## src/rtl/alu_flag_stage_pkg.sv

```systemverilog
// Shared definitions for the unit_A result/flag stage.
// Flag bit positions, unit_A opcodes and the flag bundle type.
package alu_flag_stage_pkg;

    localparam int FLAG_N = 3;
    localparam int FLAG_Z = 2;
    localparam int FLAG_C = 1;
    localparam int FLAG_V = 0;

    localparam logic [1:0] OP_SUM  = 2'b00;
    localparam logic [1:0] OP_SUB  = 2'b01;
    localparam logic [1:0] OP_AINV = 2'b10;
    localparam logic [1:0] OP_INC  = 2'b11;

    typedef struct packed {
        logic n;
        logic z;
        logic c;
        logic v;
    } flags_t;

    function automatic flags_t make_flags(
        input logic msb,
        input logic zero,
        input logic c,
        input logic v
    );
        flags_t f;
        f.n = msb;
        f.z = zero;
        f.c = c;
        f.v = v;
        return f;
    endfunction

endpackage

```

## src/rtl/alu_flag_stage_fifo2.sv

```systemverilog
// Two-entry FIFO holding {flags, result} words.
// Explicit occupancy count keeps full/empty unambiguous with 1-bit pointers.
module flag_fifo2 #(
    parameter int DW = 36
) (
    input  logic          clk,
    input  logic          rst,
    input  logic          push,
    input  logic          pop,
    input  logic [DW-1:0] wdata,
    output logic [DW-1:0] rdata,
    output logic          full,
    output logic          empty
);

    logic [DW-1:0] e0_q, e0_d;
    logic [DW-1:0] e1_q, e1_d;
    logic          wr_ptr_q, wr_ptr_d;
    logic          rd_ptr_q, rd_ptr_d;
    logic [1:0]    cnt_q, cnt_d;

    // Next-state: write slot, pointer advance and occupancy update
    always_comb begin
        e0_d     = e0_q;
        e1_d     = e1_q;
        wr_ptr_d = wr_ptr_q;
        rd_ptr_d = rd_ptr_q;
        cnt_d    = cnt_q;
        if (push) begin
            if (wr_ptr_q) e1_d = wdata;
            else          e0_d = wdata;
            wr_ptr_d = ~wr_ptr_q;
        end
        if (pop) begin
            rd_ptr_d = ~rd_ptr_q;
        end
        case ({push, pop})
            2'b10:   cnt_d = cnt_q + 2'd1;
            2'b01:   cnt_d = cnt_q - 2'd1;
            default: cnt_d = cnt_q;
        endcase
    end

    // State registers; reset discards every entry
    always_ff @(posedge clk or posedge rst) begin
        if (rst) begin
            e0_q     <= '0;
            e1_q     <= '0;
            wr_ptr_q <= 1'b0;
            rd_ptr_q <= 1'b0;
            cnt_q    <= 2'd0;
        end else begin
            e0_q     <= e0_d;
            e1_q     <= e1_d;
            wr_ptr_q <= wr_ptr_d;
            rd_ptr_q <= rd_ptr_d;
            cnt_q    <= cnt_d;
        end
    end

    // Head word, forced to zero when nothing is buffered
    always_comb begin
        rdata = '0;
        if (cnt_q != 2'd0) begin
            rdata = rd_ptr_q ? e1_q : e0_q;
        end
    end

    assign full  = (cnt_q == 2'd2);
    assign empty = (cnt_q == 2'd0);

endmodule

```

## src/rtl/alu_flag_stage.sv

```systemverilog
// Registered result/flag stage after unit_A: NZCV derivation,
// two-deep buffering, sticky overflow and saturating overflow counter.
module alu_flag_stage
    import alu_flag_stage_pkg::*;
#(
    parameter int WIDTH = 32,
    parameter int CNT_W = 8
) (
    input  logic             clk,
    input  logic             rst,
    input  logic             in_valid,
    output logic             in_ready,
    input  logic [WIDTH-1:0] S_in,
    input  logic             c_in,
    input  logic             o_in,
    output logic             out_valid,
    input  logic             out_ready,
    output logic [WIDTH-1:0] R,
    output logic [3:0]       flags,
    output logic             sticky_v,
    input  logic             clr_sticky,
    output logic [CNT_W-1:0] ovf_count
);

    flags_t               in_flags;
    logic                 push;
    logic                 pop;
    logic                 full;
    logic                 empty;
    logic [WIDTH+3:0]     head;
    logic                 sticky_q, sticky_d;
    logic [CNT_W-1:0]     ovf_q, ovf_d;

    // Flags are pure pass-through of unit_A outputs plus sign/zero of S
    always_comb begin
        in_flags = make_flags(S_in[WIDTH-1], (S_in == '0), c_in, o_in);
    end

    assign in_ready  = ~full;
    assign out_valid = ~empty;
    assign push      = in_valid & in_ready;
    assign pop       = out_valid & out_ready;

    flag_fifo2 #(
        .DW(WIDTH + 4)
    ) u_fifo (
        .clk   (clk),
        .rst   (rst),
        .push  (push),
        .pop   (pop),
        .wdata ({in_flags, S_in}),
        .rdata (head),
        .full  (full),
        .empty (empty)
    );

    assign R     = head[WIDTH-1:0];
    assign flags = head[WIDTH+3:WIDTH];

    // Sticky overflow (set beats clear) and saturating event counter
    always_comb begin
        sticky_d = (sticky_q & ~clr_sticky) | (push & o_in);
        ovf_d    = ovf_q;
        if (push && o_in && (ovf_q != {CNT_W{1'b1}})) begin
            ovf_d = ovf_q + CNT_W'(1);
        end
    end

    // Overflow bookkeeping registers
    always_ff @(posedge clk or posedge rst) begin
        if (rst) begin
            sticky_q <= 1'b0;
            ovf_q    <= '0;
        end else begin
            sticky_q <= sticky_d;
            ovf_q    <= ovf_d;
        end
    end

    assign sticky_v  = sticky_q;
    assign ovf_count = ovf_q;

endmodule

```

## config.mk

```make
export PLATFORM = sky130hd
export DESIGN_NAME = alu_flag_stage
export DESIGN_NICKNAME = d
export VERILOG_FILES = /design/src/rtl/alu_flag_stage_pkg.sv /design/src/rtl/alu_flag_stage_fifo2.sv /design/src/rtl/alu_flag_stage.sv
export SDC_FILE = /design/constraint.sdc
export NUM_CORES = 1
export LEC_CHECK = 0
export BUFFER_PORTS_ARGS = -buffer_cell sky130_fd_sc_hd__buf_2
export CAP_MARGIN = 20
export CORE_AREA = 2 2 100 102
export CTS_BUF_LIST = sky130_fd_sc_hd__clkbuf_4 sky130_fd_sc_hd__clkbuf_8 sky130_fd_sc_hd__clkbuf_16
export DETAILED_ROUTE_END_ITERATION = 8
export DIE_AREA = 0 0 102 104
export HOLD_SLACK_MARGIN = 0.06
export PLACE_DENSITY = 0.68
export SLEW_MARGIN = 20
export SYNTH_ARGS = -nofsm -noshare
export SYNTH_HDL_FRONTEND = slang
export SYNTH_SLANG_ARGS = --single-unit
```

## constraint.sdc

```tcl
create_clock -name clk -period 3.07 [get_ports clk]
set_input_delay 0.7675 -clock clk [delete_from_list [all_inputs] [get_ports clk]]
set_output_delay 0.7675 -clock clk [all_outputs]
set_load 0.1 [all_outputs]
```

==> metrics.md <==
| Metric | Value |
|---|---|
| Worst R2R Start | `u_fifo.cnt_q[0]` |
| Tot GR Track Use | `16.42%` |
| Tcrit/Tclk final | `around 86%` |
| GP Congestion | `between 0.7 and 0.8` |
| Initial Util | `a little over two fifths` |
| Seq cells post-synth | `just over 80` |
| Initial antenna violation count | `0` |
| Antenna cells | `0` |
| DR WL/cell | `16.15 um` |
| Flop2flop setup slack | `just over 900 ps` |
| RR Endpoint | `u_fifo.e0_q[29]` |
| Reg clk slew, reported paths | `around 80 ps` |
| Gr ovfl total | `0` |
| Die X-Extent | `~100 um` |
| Count leader, synth | `dfrtp_1` |
| Slew Viols, Final | `0` |
| Area Growth Syn to Fin | `18.66%` |
| Vias after detailed routing | `between 2k and 3k` |
| HPWL Detailed | `approximately 5.8 mm` |
| Drt initial violations | `77` |
| Placed Cells | `503` |
| Cts repair resizes | `0` |
| Synthesized cell area | `slightly above 4000 um2` |
| CTS sink cnt | `83` |
| Final hold viol count | `0` |
| Num rows | `36` |
| Post-Route Setup TNS | `0 ps` |
| Clk_lat worst skew | `around 350 ps` |
| Setup Skew | `8.594 ps` |
| Share of cells above drive strength 1 | `48.19%` |
| RSZ-0062 raised after global routing | `no` |
| Crit path kind | `flip-flop to output port` |
| Pre-antenna DRT Iters | `4` |
| Yosys top cell area share | `between 50% and 60%` |
| Core box area | `between 9000 and 10,000 um2` |
| Hold Buf Count CTS | `0` |
| Final wirelength | `about 8.4 mm` |
| CP Data Required Time | `2300 ps` |
| Number of enable flip-flop cells after synthesis | `0` |
| Fmax | `between 300 and 400 MHz` |
| Critical Path End Type | `output port` |
| Synth area leaders | `dfrtp_1 (51%), mux2_4 (21%), mux2i_1 (8.5%)` |
| Synth async-reset ratio | `100.0%` |
| Max Cap Violations | `0` |
| Nets@finish | `422` |
| Syn Area/Cell | `about 14 um2` |
| Crit path launch type | `flip-flop` |
| Vias in the first global route | `about 2.7k` |
| Finished Layout Cells | `just over 500` |
| Syn_nets | `approximately 330` |
| Ys Warns | `0` |
| Synth unique cells | `28` |
| Post-CTS Repair Setup Buffers | `0` |
| Ys flop type | `dfrtp_1` |
| Smallest hold slack | `382.0 ps` |
| Cell taking the most area after synthesis | `dfrtp_1` |
| Cells after Synth | `roughly 290` |
| CTS tree | `done` |
| Port-buffer cells | `85` |
| Die height | `104 um` |
| Full die area | `about 11,000 um2` |
| Hold crit path type | `input port to asynchronous set/reset pin` |
| H-tree depth | `3` |
| Vias/cell | `4.923` |
| Worst-margin pin slew | `approximately 670 ps` |
| Slew margin rel. | `55.47%` |
| Critical-path maximum fanout | `19` |
| CP Data Arrival Time | `around 1900 ps` |
| Largest net degree at the start of global routing | `41` |
| IO Pins | `86` |
| Remaining DRCs | `0` |
| Remaining antenna violation count | `0` |
| Worst Reg2Reg Path Length in Cells | `5` |
| Outcome | `finished clean` |
| CTS Buffer Depth | `2` |
| Final core utilization | `50.98%` |
| First-pass GRT wire length | `~14 mm` |
| CTS Root Cell | `clkbuf_8` |
| Inserted Clock Buffers | `9` |
| Fin crit period | `2644 ps` |
| Setup Viol. Count Final | `0` |
| Sequential area share after synthesis | `50.63%` |
| Synth top cells by count | `dfrtp_1 (83), mux2_4 (58), nor2_1 (38)` |
[kinds of logic after synthesis]
group                      after synthesis  share of synthesized area (%)
buffers and inverters                   18                          3.690
AOI/OAI and AO/OA                        1                         0.1219
muxes                                  107                          33.61
and+or+nand+nor                         69                          8.997
xor gates and xnor gates                11                          2.348
adders and majority gates                2                         0.6098
DFF                                     83                          50.63
[flip-flops by register name, indices dropped and copies added, names as in the netlist]
signal	flops
sticky_v	1
u_fifo.cnt_q	2
u_fifo.e1_q	35
u_fifo.wr_ptr_q	1
ovf_count	8
u_fifo.e0_q	35
u_fifo.rd_ptr_q	1
[how the worst max path moves through the flow]
| stage | from | to | cells past startpoint |
|---|---|---|---|
| floorplan | u_fifo.rd_ptr_q | flags[3] | 5 |
| global placement | in_valid | u_fifo.e0_q[29] | 5 |
| detailed placement | u_fifo.cnt_q[0] | R[7] | 4 |
| CTS | u_fifo.cnt_q[0] | R[7] | 4 |
| global route | u_fifo.cnt_q[0] | R[14] | 4 |
| finish | u_fifo.cnt_q[0] | R[21] | 4 |
[layout make-up]
class / count / area [um2]
fillers: 860 / 4681
flip-flops and latches: 83 / 2078
multi-input cells: 190 / 1884
repair buffers: 94 / 505.5
well taps: 133 / 166.4
clock buffers: 12 / 146.4
clock inverters: 4 / 75.07
inverters: 3 / 12.51
[per-layer routing]
metal	track usage, %	routed length [um]	vias to the layer above
li1	-	-	1202
met1	22.01	3886	1279
met2	25.99	3996	61
met3	3.293	369	13
met4	6.476	130	0
met5	0	0	-
[through the flow]
| step | setup WS [ps] | cell area, um2 |
|---|---|---|
| after global placement | 814.5 | 4647 |
| after global routing | 285.9 | 4868 |
| final | 426.0 | 4868 |
| after CTS | 372.8 | 4868 |
| after floorplan | 150.2 | 4105 |
| after detailed placement | 769.3 | 4647 |
[critical path, cell delays in order, from the launching register on]
cell	delay [ps]
dfrtp_1	450
nor2_4	460
buf_4	260
nor2_1	60
buf_2	290
[cells in the final DEF (no fill, tap or decap), types with 4 or more instances in the layout]
| cell | n |
|---|---|
| buf_2 | 85 |
| dfrtp_1 | 82 |
| mux2_4 | 58 |
| nor2_1 | 36 |
| mux2i_1 | 35 |
| mux2_2 | 10 |
| clkbuf_8 | 9 |
| xnor2_1 | 8 |
| nor4_1 | 8 |
| buf_4 | 8 |
| nand4_1 | 5 |
| nand3_1 | 4 |
| mux2_1 | 4 |
Power is left out: the tool's default activity adds up to more than one toggle a clock period on the data nets, which glitch-free logic cannot reach.
